### src/rtl/cpu_ctrl_pkg.sv
// cpu_ctrl_pkg: shared encodings for the multicycle CPU control unit
package cpu_ctrl_pkg;
  typedef enum logic [3:0] {
    S_IF, S_ID, S_MADR, S_MRD, S_MWB, S_MWR, S_EXR, S_WBR, S_EXI, S_WBI, S_BR, S_JMP
  } state_t;
  typedef enum logic [2:0] {AC_NONE, AC_ADD, AC_SUB, AC_FUNCT, AC_IMM} alu_class_t;
  localparam logic [5:0] OP_RTYPE = 6'h00;
  localparam logic [5:0] OP_J     = 6'h02;
  localparam logic [5:0] OP_BEQ   = 6'h04;
  localparam logic [5:0] OP_BNE   = 6'h05;
  localparam logic [5:0] OP_ADDI  = 6'h08;
  localparam logic [5:0] OP_ANDI  = 6'h0C;
  localparam logic [5:0] OP_ORI   = 6'h0D;
  localparam logic [5:0] OP_LW    = 6'h23;
  localparam logic [5:0] OP_SW    = 6'h2B;
  localparam logic [5:0] F_ADD    = 6'h20;
  localparam logic [5:0] F_SUB    = 6'h22;
  localparam logic [5:0] F_AND    = 6'h24;
  localparam logic [5:0] F_OR     = 6'h25;
  localparam logic [5:0] F_SLT    = 6'h2A;
  localparam logic [3:0] ALU_AND  = 4'b0000;
  localparam logic [3:0] ALU_OR   = 4'b0001;
  localparam logic [3:0] ALU_ADD  = 4'b0010;
  localparam logic [3:0] ALU_SUB  = 4'b0110;
  localparam logic [3:0] ALU_SLT  = 4'b0111;
  localparam logic [1:0] SB_B     = 2'b00;
  localparam logic [1:0] SB_FOUR  = 2'b01;
  localparam logic [1:0] SB_IMM   = 2'b10;
  localparam logic [1:0] SB_SHL2  = 2'b11;
  localparam logic [1:0] PS_ALU   = 2'b00;
  localparam logic [1:0] PS_OUT   = 2'b01;
  localparam logic [1:0] PS_JUMP  = 2'b10;
endpackage

### src/rtl/alu_decoder.sv
// alu_decoder: maps (state class, op, funct) to alu_ctrl / ext_zero and flags unsupported funct
module alu_decoder
  import cpu_ctrl_pkg::*;
(
  input  alu_class_t  cls,
  input  logic [5:0]  op,
  input  logic [5:0]  funct,
  output logic [3:0]  alu_ctrl,
  output logic        ext_zero,
  output logic        bad_funct
);
  logic [3:0] fn_ctrl, imm_ctrl;
  always_comb begin
    fn_ctrl   = funct == F_ADD ? ALU_ADD : funct == F_SUB ? ALU_SUB :
                funct == F_AND ? ALU_AND : funct == F_OR  ? ALU_OR  : ALU_SLT;
    bad_funct = !(funct inside {F_ADD, F_SUB, F_AND, F_OR, F_SLT});
    imm_ctrl  = op == OP_ANDI ? ALU_AND : op == OP_ORI ? ALU_OR : ALU_ADD;
    alu_ctrl  = cls == AC_ADD ? ALU_ADD : cls == AC_SUB ? ALU_SUB :
                cls == AC_FUNCT ? fn_ctrl : cls == AC_IMM ? imm_ctrl : 4'b0000;
    ext_zero  = cls == AC_IMM && (op == OP_ANDI || op == OP_ORI);
  end
endmodule

### src/rtl/mc_control_unit.sv
// mc_control_unit: multicycle CPU sequencing FSM driving datapath selects, enables and memory requests
module mc_control_unit
  import cpu_ctrl_pkg::*;
(
  input  logic       clk,
  input  logic       rst,
  input  logic [5:0] op,
  input  logic [5:0] funct,
  input  logic       zero,
  input  logic       mem_ready,
  output logic       mem_req,
  output logic       mem_write,
  output logic       iord,
  output logic       ir_write,
  output logic       reg_write,
  output logic       reg_dst,
  output logic       mem_to_reg,
  output logic       alu_src_a,
  output logic [1:0] alu_src_b,
  output logic       ext_zero,
  output logic [3:0] alu_ctrl,
  output logic [1:0] pc_source,
  output logic       pc_write,
  output logic       instr_done,
  output logic       illegal
);
  state_t     state, next;
  alu_class_t cls;
  logic       bad_funct;
  alu_decoder u_dec (.cls(cls), .op(op), .funct(funct), .alu_ctrl(alu_ctrl), .ext_zero(ext_zero), .bad_funct(bad_funct));
  always_ff @(posedge clk)
    state <= rst ? S_IF : next;
  // outputs stay at their zero defaults whenever rst is high, whatever the state
  always_comb begin
    next       = state;
    cls        = AC_NONE;
    mem_req    = 1'b0;
    mem_write  = 1'b0;
    iord       = 1'b0;
    ir_write   = 1'b0;
    reg_write  = 1'b0;
    reg_dst    = 1'b0;
    mem_to_reg = 1'b0;
    alu_src_a  = 1'b0;
    alu_src_b  = SB_B;
    pc_source  = PS_ALU;
    pc_write   = 1'b0;
    instr_done = 1'b0;
    illegal    = 1'b0;
    if (!rst)
      case (state)
        S_IF: begin
          mem_req   = 1'b1;
          alu_src_b = SB_FOUR;
          cls       = AC_ADD;
          ir_write  = mem_ready;
          pc_write  = mem_ready;
          next      = mem_ready ? S_ID : S_IF;
        end
        S_ID: begin
          alu_src_b = SB_SHL2;
          cls       = AC_ADD;
          case (op)
            OP_LW, OP_SW:              next = S_MADR;
            OP_RTYPE:                  next = bad_funct ? S_IF : S_EXR;
            OP_ADDI, OP_ANDI, OP_ORI:  next = S_EXI;
            OP_BEQ, OP_BNE:            next = S_BR;
            OP_J:                      next = S_JMP;
            default:                   next = S_IF;
          endcase
          illegal = next == S_IF;
        end
        S_MADR: begin
          alu_src_a = 1'b1;
          alu_src_b = SB_IMM;
          cls       = AC_ADD;
          next      = op == OP_LW ? S_MRD : S_MWR;
        end
        S_MRD: begin
          mem_req = 1'b1;
          iord    = 1'b1;
          next    = mem_ready ? S_MWB : S_MRD;
        end
        S_MWB: begin
          reg_write  = 1'b1;
          mem_to_reg = 1'b1;
          instr_done = 1'b1;
          next       = S_IF;
        end
        S_MWR: begin
          mem_req    = 1'b1;
          mem_write  = 1'b1;
          iord       = 1'b1;
          instr_done = mem_ready;
          next       = mem_ready ? S_IF : S_MWR;
        end
        S_EXR: begin
          alu_src_a = 1'b1;
          cls       = AC_FUNCT;
          next      = S_WBR;
        end
        S_WBR: begin
          reg_write  = 1'b1;
          reg_dst    = 1'b1;
          instr_done = 1'b1;
          next       = S_IF;
        end
        S_EXI: begin
          alu_src_a = 1'b1;
          alu_src_b = SB_IMM;
          cls       = AC_IMM;
          next      = S_WBI;
        end
        S_WBI: begin
          reg_write  = 1'b1;
          instr_done = 1'b1;
          next       = S_IF;
        end
        S_BR: begin
          alu_src_a  = 1'b1;
          cls        = AC_SUB;
          pc_source  = PS_OUT;
          pc_write   = op == OP_BEQ ? zero : ~zero;
          instr_done = 1'b1;
          next       = S_IF;
        end
        S_JMP: begin
          pc_source  = PS_JUMP;
          pc_write   = 1'b1;
          instr_done = 1'b1;
          next       = S_IF;
        end
        default: next = S_IF;
      endcase
  end
endmodule
### config.mk
export PLATFORM = sky130hd
export DESIGN_NAME = mc_control_unit
export DESIGN_NICKNAME = d
export VERILOG_FILES = /design/src/rtl/cpu_ctrl_pkg.sv /design/src/rtl/alu_decoder.sv /design/src/rtl/mc_control_unit.sv
export SDC_FILE = /design/constraint.sdc
export NUM_CORES = 1
export LEC_CHECK = 0
export CAP_MARGIN = 20
export CORE_UTILIZATION = 40
export DETAILED_ROUTE_END_ITERATION = 10
export PLACE_DENSITY = 0.76
export SYNTH_ARGS = -nofsm -noshare
export SYNTH_HDL_FRONTEND = slang
export SYNTH_HIERARCHICAL = 1
export SYNTH_SLANG_ARGS = --single-unit
### constraint.sdc
create_clock -name clk -period 2.41 [get_ports clk]
set_input_delay 0.482 -clock clk [delete_from_list [all_inputs] [get_ports clk]]
set_output_delay 0.482 -clock clk [all_outputs]
set_load 0.02 [all_outputs]
==> impl_metrics.py <==
metrics = {
    "routing": {
        "initialDrtViolationCount": 79,
        "wl_per_cell_um": 16.8,
        "viasPerCell": 5.90,
        "ant_nets": 0,
        "drc": 0,
        "drtPass1Iterations": 6,
        "num_vias": 1352,
        "drt-total-wl_um": 3840,
    },
    "timing": {
        "clock_skew_ps": 1.11,
        "rsz0062_at_grt": "yes",
        "period_minus_slack_ps": 2560,
        "fin_ws_ps": -146,
        "fmax_mhz": 391,
        "slew_headroom": 0.636,
        "setup_viol": 3,
        "timing.final.crit_share": 1.06,
        "slew_viol_final": 0,
        "finalHoldViolations": 0,
        "worst_pin_slew_ps": 539,
    },
    "grt": {
        "antenna_found_initial": 0,
        "grt_usage": 0.302,
        "grt_overflow": 0,
        "grt_pass1_wl_um": 5670,
        "grt_max_degree": 21,
        "grt_pass1_vias": 1291,
    },
    "synthesis": {
        "ys_types": 47,
        "synth_edf_count": 0,
        "syn_area_um2": 873,
        "synth_top_cell_by_area": "dfxtp_1",
        "ys_ff_latch": 4,
        "synth_area_per_cell_um2": 7.04,
        "yosysWarnings": 6,
        "synth_cells": 124,
        "seq_area_frac_synth": 0.0917,
        "synth_top_area_frac": 0.0917,
        "yosys-top-cells-area": "dfxtp_1 (9.2%), nor2_1 (6.9%), a21oi_1 (5.7%)",
        "synthArstFlopShare": 0,
        "synth_ff_type": "dfxtp_1",
        "syn-num-nets": 140,
    },
    "layout": {
        "fin_cells": 229,
        "drive_gt1_frac": 0.465,
        "finalNetCount": 220,
        "largest_reg_flops": 4,
        "fill_cells": 119,
        "reg_top3": "state x4",
        "area_growth_pct": 92.5,
        "postLayoutCoreUtil": 0.840,
        "top_register": "state",
        "antenna_cells": 0,
    },
    "power": {
        "p_int_w": 0.000219,
        "p_switching_w": 0.000131,
        "power_frac_seq": 0.201,
        "power_per_cell_area_nw_per_um2": 208,
        "p_leak_nw": 0.798,
        "swShare": 0.374,
        "pwr-share-clk": 0.256,
        "p_comb_frac": 0.543,
        "ir_drop_mv": 0.234,
    },
    "run": {
        "drv_cap": 0,
    },
    "clocking": {
        "tritoncts": "built",
        "cts_buffers": 3,
        "ctsHtreeMaxLevel": 1,
        "clk_pin_slew_worst_paths_ps": 40,
        "clkSinkCount": 4,
        "root_buffer": "clkbuf_4",
        "clk_latency_ps": 250,
        "clockBufferDepth": 2,
    },
    "setup_path": {
        "worstSetupEndpoint": "alu_ctrl[0]",
        "cp.required_ps": 1930,
        "worst_setup_path_start_kind": "input port",
        "regToRegEndpoint": "state[2]",
        "endpoint_kind": "primary output",
        "ff2ff_path_depth": 6,
        "arrival_ps": 2070,
        "r2r_start": "state[0]",
        "crit_fanout": 2,
        "rrSetupSlack_ps": 750,
        "crit_type": "in2out",
        "crit_start": "op[2]",
    },
    "placement": {
        "portBuffers": 34,
        "dp_cells": 216,
        "dpl.hpwl_um": 2380,
        "globalplace.congestion": 0.863,
    },
    "die": {
        "rows": 16,
        "io_pins": 36,
        "start_util": 0.436,
        "core_area_um2": 2000,
        "die_area_um2": 2370,
        "die_w_um": 48.7,
        "die_y_um": 48.7,
    },
    "status": {
        "status": "finished, violations left",
        "violations": "setup timing",
    },
    "hold_path": {
        "hp-class": "reg2reg",
    },
}
==> layout by cell type (no fill, tap or decap), drive strengths merged, types with 2 or more instances in the layout <==
cell,n
buf,57
nor2,16
dlygate4sd2,11
a21oi,10
nor3,10
clkdlybuf4s50,9
nand2b,8
dlymetal6s2s,7
o21ai,7
nand2,6
nand3,5
or2b,4
dfxtp,4
xnor2,3
inv,3
nor2b,3
clkbuf,3
and3,3
nand3b,2
nor4b,2
nand4bb,2
nand4,2
nor4,2
or3b,2
o32ai,2
==> metrics by stage <==
stage	TNS (ps)	cell area, um2	hold WS, ps	power (W)	setup WS [ps]
CTS	-120	1610	691	0.000332	-120
finish	-284	1680	708	0.000350	-146
floorplan	0	948	608	0.000152	1.74
global placement	-4680	1520	673	0.000236	-931
global route	-462	1680	722	0.000365	-188
detailed placement	-5120	1520	686	0.000242	-949
==> synth_stat cells, drive strengths merged, types with 4 or more instances <==
master / count
nand2: 6
dfxtp: 4
nand2b: 8
nor3: 10
or2b: 4
buf: 6
o21ai: 7
a21oi: 10
nor2: 16
nand3: 5
==> layout make-up <==
class | count | area [um2] | share of cell area
multi-input combinational | 108 | 812 | 0.483
sequential | 4 | 85.1 | 0.0506
inverter | 3 | 11.3 | 0.00670
clock buffer | 3 | 22.5 | 0.0134
tap | 27 | 33.8 | 0.0201
timing repair buffer | 84 | 717 | 0.426
==> per-layer routing <==
metal / GRT usage / share of wire
met2: 0.574 / 0.52
met4: 0.103 / 0.030
met1: 0.348 / 0.35
met5: 0 / 0
met3: 0.0220 / 0.092
==> power by group through the flow <==
stage | combinational (W) | sequential (W) | clock (W)
2_1_floorplan | 0.0000804 | 0.0000711 | 0
3_3_place_gp | 0.000164 | 0.0000716 | 0
3_5_place_dp | 0.000170 | 0.0000716 | 0
4_1_cts | 0.000175 | 0.0000706 | 0.0000864
5_1_grt | 0.000201 | 0.0000708 | 0.0000931
6_report | 0.000190 | 0.0000705 | 0.0000895
==> worst min path at each step <==
stage,start,to,slack [ps],cells past startpoint
after floorplan,state[3],state[3],610,3
after global placement,state[3],state[3],670,3
after detailed placement,state[3],state[3],690,3
after CTS,state[3],state[3],690,3
after global routing,state[3],state[3],720,3
final,state[3],state[3],710,3
==> worst max-delay path: stages <==
cell             delay, ps
clkdlybuf4s50_1        490
nand4bb_1              170
or4b_4                 550
o32ai_4                220
buf_6                  150
==> kinds of logic (layout without fill, tap and decap cells) <==
logic type | after synthesis | in the layout | synth area share
AOI/OAI and AO/OA | 28 | 28 | 0.223
xor gates and xnor gates | 4 | 4 | 0.0401
buffers and inverters | 12 | 90 | 0.113
DFF | 4 | 4 | 0.0917
other | 1 | 1 | 0.00429
and+or+nand+nor | 75 | 75 | 0.527
==> what timing repair did <==
item | 4_1_cts | 5_1_grt
setup buffers | 6 | 4
hold endpoints to repair | 0 | 0
resized for setup | 55 | 17
hold buffers | 0 | 0
setup endpoints to repair | 19 | 9
pin swaps | 7 | 4
Note: power is estimated with default switching activity, not from simulation.
